<file path="config.mk">
export PLATFORM = sky130hd
export DESIGN_NAME = adc_capture
export DESIGN_NICKNAME = d
export VERILOG_FILES = /design/src/rtl/adc_capture_pkg.sv /design/src/rtl/adc_capture.sv
export SDC_FILE = /design/constraint.sdc
export NUM_CORES = 1
export LEC_CHECK = 0
export BUFFER_PORTS_ARGS = -buffer_cell sky130_fd_sc_hd__buf_2
export CAP_MARGIN = 0
export CORE_MARGIN = 10
export CORE_UTILIZATION = 55
export DETAILED_ROUTE_END_ITERATION = 7
export GPL_TIMING_DRIVEN = 1
export PLACE_DENSITY = 0.82
export SKIP_CTS_REPAIR_TIMING = 1
export SYNTH_ARGS = -nofsm -noshare
export SYNTH_HDL_FRONTEND = slang
export SYNTH_SLANG_ARGS = --single-unit
</file>
<file path="constraint.sdc">
create_clock -name clk -period 5.2 [get_ports clk]
set_input_delay 1.04 -clock clk [delete_from_list [all_inputs] [get_ports clk]]
set_output_delay 1.04 -clock clk [all_outputs]
set_load 0.02 [all_outputs]
</file>
<file path="src/rtl/adc_capture_pkg.sv">
// Shared types and default widths for the ADC acquisition path (capture, sample RAM, readout).
package adc_capture_pkg;

    localparam int DATA_W_DEF  = 10;
    localparam int ADDR_W_DEF  = 13;
    localparam int ADC_LAT_DEF = 6;
    localparam int DLY_W_DEF   = 16;

    typedef enum logic [1:0] {
        IDLE    = 2'd0,
        WAIT    = 2'd1,
        CAPTURE = 2'd2
    } state_t;

endpackage

</file>
<file path="src/rtl/adc_capture.sv">
// ADC acquisition: after start, skips ADC latency plus a programmable delay, then writes acq_len words to RAM.
// Optional ADC_CAPTURE_AVG2_EN: each written word is the truncated mean of two consecutive samples.
module adc_capture
    import adc_capture_pkg::*;
#(
    parameter int DATA_W  = DATA_W_DEF,
    parameter int ADDR_W  = ADDR_W_DEF,
    parameter int ADC_LAT = ADC_LAT_DEF,
    parameter int DLY_W   = DLY_W_DEF
) (
    input  logic              clk,
    input  logic              rst,
    input  logic [DATA_W-1:0] adc_data,
    input  logic              start,
    input  logic              abort,
    input  logic [DLY_W-1:0]  acq_dly,
    input  logic [ADDR_W:0]   acq_len,
    output logic              wr_en,
    output logic [ADDR_W-1:0] wr_addr,
    output logic [DATA_W-1:0] wr_data,
    output logic              busy,
    output logic              done
);

    // One extra bit so ADC_LAT plus the largest delay cannot overflow.
    localparam int CNT_W = DLY_W + 1;

    state_t              state_q, state_d;
    logic [CNT_W-1:0]    wait_cnt_q, wait_cnt_d;
    logic [ADDR_W:0]     words_q, words_d;
    logic [ADDR_W-1:0]   addr_q, addr_d;
    logic [DATA_W-1:0]   adc_q, adc_d;
    logic                wr_en_q, wr_en_d;
    logic [ADDR_W-1:0]   wr_addr_q, wr_addr_d;
    logic [DATA_W-1:0]   wr_data_q, wr_data_d;
    logic                busy_q, busy_d;
    logic                done_q, done_d;
    logic                fin_q, fin_d;
    logic                do_wr;
    logic [DATA_W-1:0]   wr_val;
`ifdef ADC_CAPTURE_AVG2_EN
    logic                phase_q, phase_d;
    logic [DATA_W-1:0]   half_q, half_d;
    logic [DATA_W:0]     pair_sum;
`endif

    always_comb begin
        state_d    = state_q;
        wait_cnt_d = wait_cnt_q;
        words_d    = words_q;
        addr_d     = addr_q;
        adc_d      = adc_data;
        wr_en_d    = 1'b0;
        wr_addr_d  = wr_addr_q;
        wr_data_d  = wr_data_q;
        done_d     = fin_q;
        fin_d      = 1'b0;
        do_wr      = 1'b0;
        wr_val     = adc_q;
`ifdef ADC_CAPTURE_AVG2_EN
        phase_d    = phase_q;
        half_d     = half_q;
        pair_sum   = {1'b0, half_q} + {1'b0, adc_q};
`endif

        unique case (state_q)
            IDLE: begin
                if (start && !abort) begin
                    if (acq_len == '0) begin
                        done_d = 1'b1;
                    end else begin
                        state_d    = WAIT;
                        wait_cnt_d = CNT_W'(ADC_LAT) + CNT_W'(acq_dly);
                        words_d    = acq_len;
                        addr_d     = '0;
                        wr_addr_d  = '0;
`ifdef ADC_CAPTURE_AVG2_EN
                        phase_d    = 1'b0;
`endif
                    end
                end
            end
            WAIT: begin
                if (abort) begin
                    state_d = IDLE;
                end else begin
                    wait_cnt_d = wait_cnt_q - CNT_W'(1);
                    if (wait_cnt_q <= CNT_W'(1)) state_d = CAPTURE;
                end
            end
            CAPTURE: begin
                if (abort) begin
                    state_d = IDLE;
                end else begin
`ifdef ADC_CAPTURE_AVG2_EN
                    phase_d = ~phase_q;
                    if (!phase_q) begin
                        half_d = adc_q;
                    end else begin
                        do_wr  = 1'b1;
                        wr_val = pair_sum[DATA_W:1];
                    end
`else
                    do_wr = 1'b1;
`endif
                end
            end
            default: state_d = IDLE;
        endcase

        // The address may wrap to 0 after a full-buffer run; no write follows it.
        if (do_wr) begin
            wr_en_d   = 1'b1;
            wr_addr_d = addr_q;
            wr_data_d = wr_val;
            addr_d    = addr_q + ADDR_W'(1);
            words_d   = words_q - (ADDR_W+1)'(1);
            if (words_q == (ADDR_W+1)'(1)) begin
                state_d = IDLE;
                fin_d   = 1'b1;
            end
        end

        busy_d = (state_d != IDLE);
    end

    always_ff @(posedge clk) begin
        if (rst) begin
            state_q    <= IDLE;
            wait_cnt_q <= '0;
            words_q    <= '0;
            addr_q     <= '0;
            adc_q      <= '0;
            wr_en_q    <= 1'b0;
            wr_addr_q  <= '0;
            wr_data_q  <= '0;
            busy_q     <= 1'b0;
            done_q     <= 1'b0;
            fin_q      <= 1'b0;
`ifdef ADC_CAPTURE_AVG2_EN
            phase_q    <= 1'b0;
            half_q     <= '0;
`endif
        end else begin
            state_q    <= state_d;
            wait_cnt_q <= wait_cnt_d;
            words_q    <= words_d;
            addr_q     <= addr_d;
            adc_q      <= adc_d;
            wr_en_q    <= wr_en_d;
            wr_addr_q  <= wr_addr_d;
            wr_data_q  <= wr_data_d;
            busy_q     <= busy_d;
            done_q     <= done_d;
            fin_q      <= fin_d;
`ifdef ADC_CAPTURE_AVG2_EN
            phase_q    <= phase_d;
            half_q     <= half_d;
`endif
        end
    end

    assign wr_en   = wr_en_q;
    assign wr_addr = wr_addr_q;
    assign wr_data = wr_data_q;
    assign busy    = busy_q;
    assign done    = done_q;

endmodule

</file>
==> results of run 1 <==
==> cell type report <==
cell class,count,area share (%)
multi-input cells,386,48.7
inverters,14,1.11
clock buffers,10,2.91
flip-flops and latches,83,35.2
repair buffers,73,7.95
well taps,99,2.62
clock inverters,6,1.51
==> power by group through the flow <==
stage               logic, mW  registers [mW]  clock network [mW]
global route            0.205           0.680               0.520
global placement        0.177           0.689                   0
finish                  0.184           0.676               0.486
CTS                     0.183           0.676               0.489
floorplan               0.133           0.684                   0
detailed placement      0.182           0.690                   0
==> cell families (layout without fill, tap and decap cells) <==
logic type                 after synthesis  in the layout
AOI/OAI and AO/OA                      152            152
xor gates and xnor gates                13             13
adders and majority gates                6              6
buffers and inverters                   48            103
DFF                                     83             83
muxes                                    2              2
and+or+nand+nor                        213            213
==> through the flow <==
| step | area (um^2) | utilization, % | setup WS (ns) | power, mW |
|---|---|---|---|---|
| 5_1_grt | 4720 | 64.8 | 2.15 | 1.40 |
| 3_5_place_dp | 4510 | 61.9 | 1.92 | 0.873 |
| 6_report | 4720 | 64.8 | 2.29 | 1.35 |
| 4_1_cts | 4720 | 64.8 | 2.28 | 1.35 |
| 2_1_floorplan | 4160 | - | 2.58 | 0.817 |
| 3_3_place_gp | 4510 | 61.9 | 1.98 | 0.866 |
==> flip-flops by register name, indices dropped and copies added, names as in the netlist <==
signal / cells
adc_q: 10
addr_q: 13
busy: 1
done: 1
fin_q: 1
state_q: 2
wait_cnt_q: 17
words_q: 14
wr_addr: 13
wr_data: 10
wr_en: 1
==> placed cells by master (no fill, tap or decap), types with 12 or more instances in the layout <==
cell       count
nand2_1       56
dfxtp_1       83
o21ai_0       26
a21oi_1       61
nand3_1       24
buf_2         69
inv_1         14
nor2_1        43
nor2b_1       12
a2bb2oi_1     17
nor3_1        22
==> critical path, stage by stage <==
cell and delay (ns):
buf_2 0.15, nor4b_2 0.72, nand2_1 0.73, o221a_2 0.51
==> routing by layer <==
| layer | vias up | routed length, um | part of all wire (%) |
|---|---|---|---|
| met5 | - | 0 | 0 |
| met4 | 0 | 136 | 1.3 |
| met3 | 13 | 681 | 6.6 |
| li1 | 1990 | - | - |
| met1 | 1859 | 4680 | 45 |
| met2 | 112 | 4830 | 47 |
==> path summary, 6_finish.rpt <==
check	slack (ns)	from	end	cells past startpoint
max	2.29	abort	words_q[0]$_SDFFE_PP0P_	4
min	0.44	adc_q[1]$_SDFF_PP0_	wr_data[1]$_SDFFE_PP0P_	2
max reg2reg	2.52	state_q[0]$_SDFF_PP0_	words_q[0]$_SDFFE_PP0P_	3
min reg2reg	0.44	adc_q[1]$_SDFF_PP0_	wr_data[1]$_SDFFE_PP0P_	2
==> metrics.cfg, run 1 <==
[floorplan]
coreArea_um2 = 7290
dieArea_um2 = 11400
die_w_um = 107
io_pins = 70
start_util_pct = 57.0
rows = 31
die_h_um = 107

[synth]
synth.most_common_cell = dfxtp_1
synth_flop_cell = dfxtp_1
synth-compound-area-share_pct = 23.5
synthTopCellsByCount = dfxtp_1 (83), a21oi_1 (61), nand2_1 (56), nor2_1 (43), clkbuf_1 (28)
synth_top_family_by_area = simple AND/OR/NAND/NOR gates
yosysWarningCount = 0
synth.avg_cell_area_um2 = 8.04
async_flop_share_pct = 0
synthAdderAreaFrac_pct = 1.81
synth_mux_area_share_pct = 0.511
syn_inst = 517
synthTopCellsByArea = dfxtp_1 (40%), a21oi_1 (7.3%), nand2_1 (5.1%), nor2_1 (3.9%), a2bb2oi_1 (3.6%)
ys_ff_latch = 83
synth_nets = 567
synth_edf_count = 0
synth_top_area_share_pct = 40.0
synth_top_area_cell = dfxtp_1
synth_xor_area_share_pct = 2.74
ys_seq_area_share_pct = 40.0
syn_area_um2 = 4160
synth_cell_type_count = 63
synth-simple-area-share_pct = 26.6

[critical_path]
cp-start-kind = primary input
worstPathArrival_ns = 3.16
critPathMaxFanout = 23
path_class = in -> reg
crit_path_end_kind = flop
worstPathRequired_ns = 5.45

[clock_network]
clock_path_buffers = 2
clock-sinks = 83
htree_num_levels = 3
cts_tree = yes
numCtsBuffers = 9
clkLatencyLatePin_ns = 0.36
path_clk_slew_ns = 0.09
clock-root-buffer = clkbuf_8

[layout]
multi_input_area_um2 = 2300
finalNonFillerCells = 671
drive_gt1_share_pct = 18.4
seqCellArea_um2 = 1660
fill_cells = 676
area_delta_synth_final_pct = 13.6
num_antenna_cells = 0
fin_nets = 617

[job]
cap_violations = 0

[power]
vdd_drop_max_uv = 138
p_seq_share_pct = 50.2
sw_frac_of_total_pct = 28.2
p_per_area_nw_per_um2 = 285
p_int_mw = 0.966
p_comb_share_pct = 13.7
p_clk_share_pct = 36.1
p_switching_mw = 0.380
p_leak_nw = 1.80

[outcome]
outcome = complete, no violations

[drt]
drc_errors = 0
via_per_inst = 5.92
vias = 3974
wl_per_cell_um = 15.4
drt_iter0_drc = 239
first_pass_iters = 4
wl_mm = 10.3
antenna_left = 0

[timing]
fin_tns_setup_ns = 0
finClkSkew_ns = 0.00828
slew_viol_final = 0
hold_violations = 0
rsz0062_at_grt = false
finalSetupViolCount = 0
timing.fmax_mhz = 343
worst_pin_slew_ns = 1.16
fin_crit_sh_pct = 56.0
whs_ns = 0.435
period_minus_slack_ns = 2.91
relSlewSlack_pct = 22.1

[global_route]
antenna_found_initial = 0
use_met3_pct = 5.27
grt_busiest_layer = met2
grt_remaining_overflow = 0
grt_max_degree = 53
grt_pass1_vias = 3771
grt_pass1_wl_mm = 17.4
gr-usage-met2_pct = 29.4
use_met1_pct = 22.3
grt_usage_pct = 18.0

[placed_design]
dp_cells = 655
dpl.hpwl_mm = 7.35
routabilityCongestion = 0.912
numPortBuffers = 69

[worst_hold_path]
hold_class = reg -> reg

Power figures use the tool's default switching activity.
==> run 2, diff against run 1 <==
--- a/config.mk
+++ b/config.mk
@@ -5,13 +5,14 @@
 export SDC_FILE = /design/constraint.sdc
 export NUM_CORES = 1
 export LEC_CHECK = 0
+export ABC_AREA = 1
 export BUFFER_PORTS_ARGS = -buffer_cell sky130_fd_sc_hd__buf_2
 export CAP_MARGIN = 0
 export CORE_MARGIN = 10
-export CORE_UTILIZATION = 55
+export CORE_UTILIZATION = 52
 export DETAILED_ROUTE_END_ITERATION = 7
 export GPL_TIMING_DRIVEN = 1
-export PLACE_DENSITY = 0.82
+export PLACE_DENSITY = 0.81
 export SKIP_CTS_REPAIR_TIMING = 1
 export SYNTH_ARGS = -nofsm -noshare
 export SYNTH_HDL_FRONTEND = slang
==> constraint.sdc (replaced) <==
create_clock -name clk -period 2.4 [get_ports clk]
set_input_delay 0.48 -clock clk [delete_from_list [all_inputs] [get_ports clk]]
set_output_delay 0.48 -clock clk [all_outputs]
set_load 0.02 [all_outputs]
==> metrics.cfg, run 2 <==
[outcome]
outcome = complete, no violations

[critical_path]
critPathMaxFanout = 4  ; -83%
cp-start-kind = flop
worstPathArrival_ns = 2.03  ; -1.13 ns
worstPathRequired_ns = 2.71  ; -2.74 ns
rrSetupSlack_ns = 0.68  ; -1.84 ns
crit_path_end_kind = flop
path_class = reg -> reg
r2r-end = words_q[12]$_SDFFE_PP0P_
rr_startpoint = words_q[0]$_SDFFE_PP0P_
reg2regPathDepth = 10  ; +7

[timing]
hold_violations = 0  ; unchanged
rsz0062_at_grt = false
finalSetupViolCount = 0  ; unchanged
finClkSkew_ns = 0.00562  ; -0.00266 ns
relSlewSlack_pct = 69.5  ; +47 points
fin_crit_sh_pct = 71.8
worst_pin_slew_ns = 0.457  ; -0.706 ns
period_minus_slack_ns = 1.72
timing.fmax_mhz = 580
slew_viol_final = 0  ; unchanged
fin_tns_setup_ns = 0  ; unchanged
setup_ws_ns = 0.676  ; -1.61 ns

[layout]
num_antenna_cells = 0  ; unchanged
final_cell_area_um2 = 5130  ; +8.6%
reg.largest.list = wait_cnt_q (17), words_q (14)
regMostFlops = wait_cnt_q
largest_register_ffs = 17  ; unchanged
drive_gt1_share_pct = 16.4  ; -2.0 points
fill_cells = 842  ; +25%
fin_nets = 807  ; +31%
area_delta_synth_final_pct = 11.8
most-common-layout-cells = nand2_1 (175), nor2_1 (86), dfxtp_1 (83), inv_1 (82), buf_2 (69)
final_common_cell = nand2_1

[job]
cap_violations = 0  ; unchanged

[worst_hold_path]
hold_class = in -> reg
hold_end = adc_q[1]$_SDFF_PP0_
worstHoldPathCells = 3  ; +1
min_from = adc_data[1]

[global_route]
grt_usage_pct = 17.8  ; -0.22 points
grt_pass1_vias = 4341  ; +15%
grt_remaining_overflow = 0  ; unchanged
grt_max_degree = 34  ; -36%
antenna_found_initial = 0  ; unchanged
grt_pass1_wl_mm = 19.7  ; +13%

[placed_design]
dpl.hpwl_mm = 8.71  ; +18%
placed_cell_area_um2 = 4940  ; +9.5%
numPortBuffers = 69  ; unchanged
routabilityCongestion = 0.923  ; +1.2%
pre_cts_ws_ns = 0.348  ; -1.57 ns

[clock_network]
htree_num_levels = 3  ; unchanged
clock_path_buffers = 2  ; unchanged
cts_tree = yes
numCtsBuffers = 9  ; unchanged
clock-sinks = 83  ; unchanged
path_clk_slew_ns = 0.09  ; about the same
clock-root-buffer = clkbuf_8
clkLatencyLatePin_ns = 0.36  ; about the same

[drt]
antenna_left = 0  ; unchanged
first_pass_iters = 6  ; +2
via_per_inst = 5.30  ; -10%
vias = 4613  ; +16%
wl_per_cell_um = 13.3  ; -14%
drt_iter0_drc = 349  ; +46%
drc_errors = 0  ; unchanged
wl_mm = 11.6  ; +12%

[synth]
async_flop_share_pct = 0  ; unchanged
syn_inst = 695  ; +34%
synth.most_common_cell = nand2_1
synth.avg_cell_area_um2 = 6.60  ; -18%
synth_edf_count = 0  ; unchanged
synth_flop_cell = dfxtp_1
synthTopCellsByCount = nand2_1 (175), nor2_1 (86), dfxtp_1 (83), inv_1 (82), nand3_1 (56)
synth_top_area_share_pct = 36.2  ; -3.7 points
ys_ff_latch = 83  ; unchanged
synth_cell_type_count = 38  ; -40%
yosysWarningCount = 0  ; unchanged
synth_nets = 745  ; +31%
synth_top_area_cell = dfxtp_1
synthTopCellsByArea = dfxtp_1 (36%), nand2_1 (14%), nor2_1 (7.0%), inv_1 (6.7%), nand3_1 (6.1%)
syn_area_um2 = 4590  ; +10%
ys_seq_area_share_pct = 36.2  ; -3.7 points

[floorplan]
io_pins = 70  ; unchanged
die_h_um = 114  ; +6.5%
start_util_pct = 53.1  ; -3.9 points
rows = 34  ; +9.7%
die_w_um = 114  ; +6.5%
coreArea_um2 = 8640  ; +18%
dieArea_um2 = 13000  ; +13%

[power]
vdd_drop_max_uv = 318  ; +130%
p_per_area_nw_per_um2 = 573  ; +100%
p_leak_nw = 2.32  ; +29%

-- run 2: changes by cell type after synthesis, moves of 21 or more --
cell / before / now
nand3_1: 24 / 56
nor2_1: 43 / 86
o21ai_0: 26 / 47
inv_1: 14 / 82
nand2_1: 56 / 175
clkbuf_1: 28 / 5
-- run 2: worst max-delay path, stage by stage, from the launching register on --
cell     delay (ns)
dfxtp_1        0.35
inv_1          0.11
ha_1           0.17
nand2_1        0.10
nor2_1         0.23
nand3_1        0.15
nor2_1         0.17
nand2_1        0.09
a21oi_1        0.14
o21ai_0        0.11
nand2_1        0.06
-- run 2: cell type report --
cell class	count	area, um^2	area share (%)
well taps	108	135	2.63
multi-input cells	501	2420	47.2
inverters	88	343	6.68
flip-flops and latches	83	1660	32.4
clock inverters	7	61.3	1.20
clock buffers	9	124	2.42
repair buffers	74	383	7.47
-- run 2: kinds of logic (layout without fill, tap and decap cells) --
group                    count (synthesis)  count (layout)  share of synthesized area [%]
AND/OR/NAND/NOR                        361             361                           34.4
AO/OA/AOI/OAI                          122             122                           14.5
buffers and inverters                  111             178                           11.0
flip-flops                              83              83                           36.2
XOR/XNOR                                11              11                           2.10
adder cells (fa/ha/maj)                  6               6                           1.64
multiplexers                             1               1                          0.218
-- run 2: worst max-delay path by stage --
| stage | from | endpoint | slack, ns | cells past startpoint |
|---|---|---|---|---|
| floorplan | acq_dly[1] | wait_cnt_q[15]$_SDFFE_PP0P_ | 0.85 | 12 |
| global placement | acq_len[0] | words_q[9]$_SDFFE_PP0P_ | 0.41 | 11 |
| detailed placement | acq_len[0] | words_q[9]$_SDFFE_PP0P_ | 0.35 | 11 |
| CTS | state_q[1]$_SDFF_PP0_ | wait_cnt_q[16]$_SDFFE_PP0P_ | 0.69 | 10 |
| global route | words_q[0]$_SDFFE_PP0P_ | words_q[12]$_SDFFE_PP0P_ | 0.52 | 9 |
| finish | words_q[0]$_SDFFE_PP0P_ | words_q[12]$_SDFFE_PP0P_ | 0.68 | 10 |
-- run 2: per-layer routing --
layer  GRT usage, %  routed length (um)  vias up
li1               -                   -     2357
met1           22.1                5030     2097
met2           29.4                5560      142
met3           5.20                 849       17
met4           4.18                 125        0
met5              0                   0        -
-- run 2: per-stage QoR --
step                      hold slack [ns]  cells  total power, mW  utilization, %
after floorplan                     0.415    695             1.88               -
after global placement              0.428    854             1.99            57.2
after detailed placement            0.436    854             2.01            57.2
after CTS                           0.299    870             2.95            59.4
after global routing                0.297    870             3.10            59.4
final                               0.312    870             2.94            59.4
-- run 2: report_power, final --
| group | internal, mW | switching [mW] | leakage (nW) |
|---|---|---|---|
| Combinational | 0.176 | 0.344 | 1.55 |
| Clock | 0.395 | 0.557 | 0.0936 |
| Sequential | 1.42 | 0.0414 | 0.676 |
| Total | 2.00 | 0.943 | 2.32 |
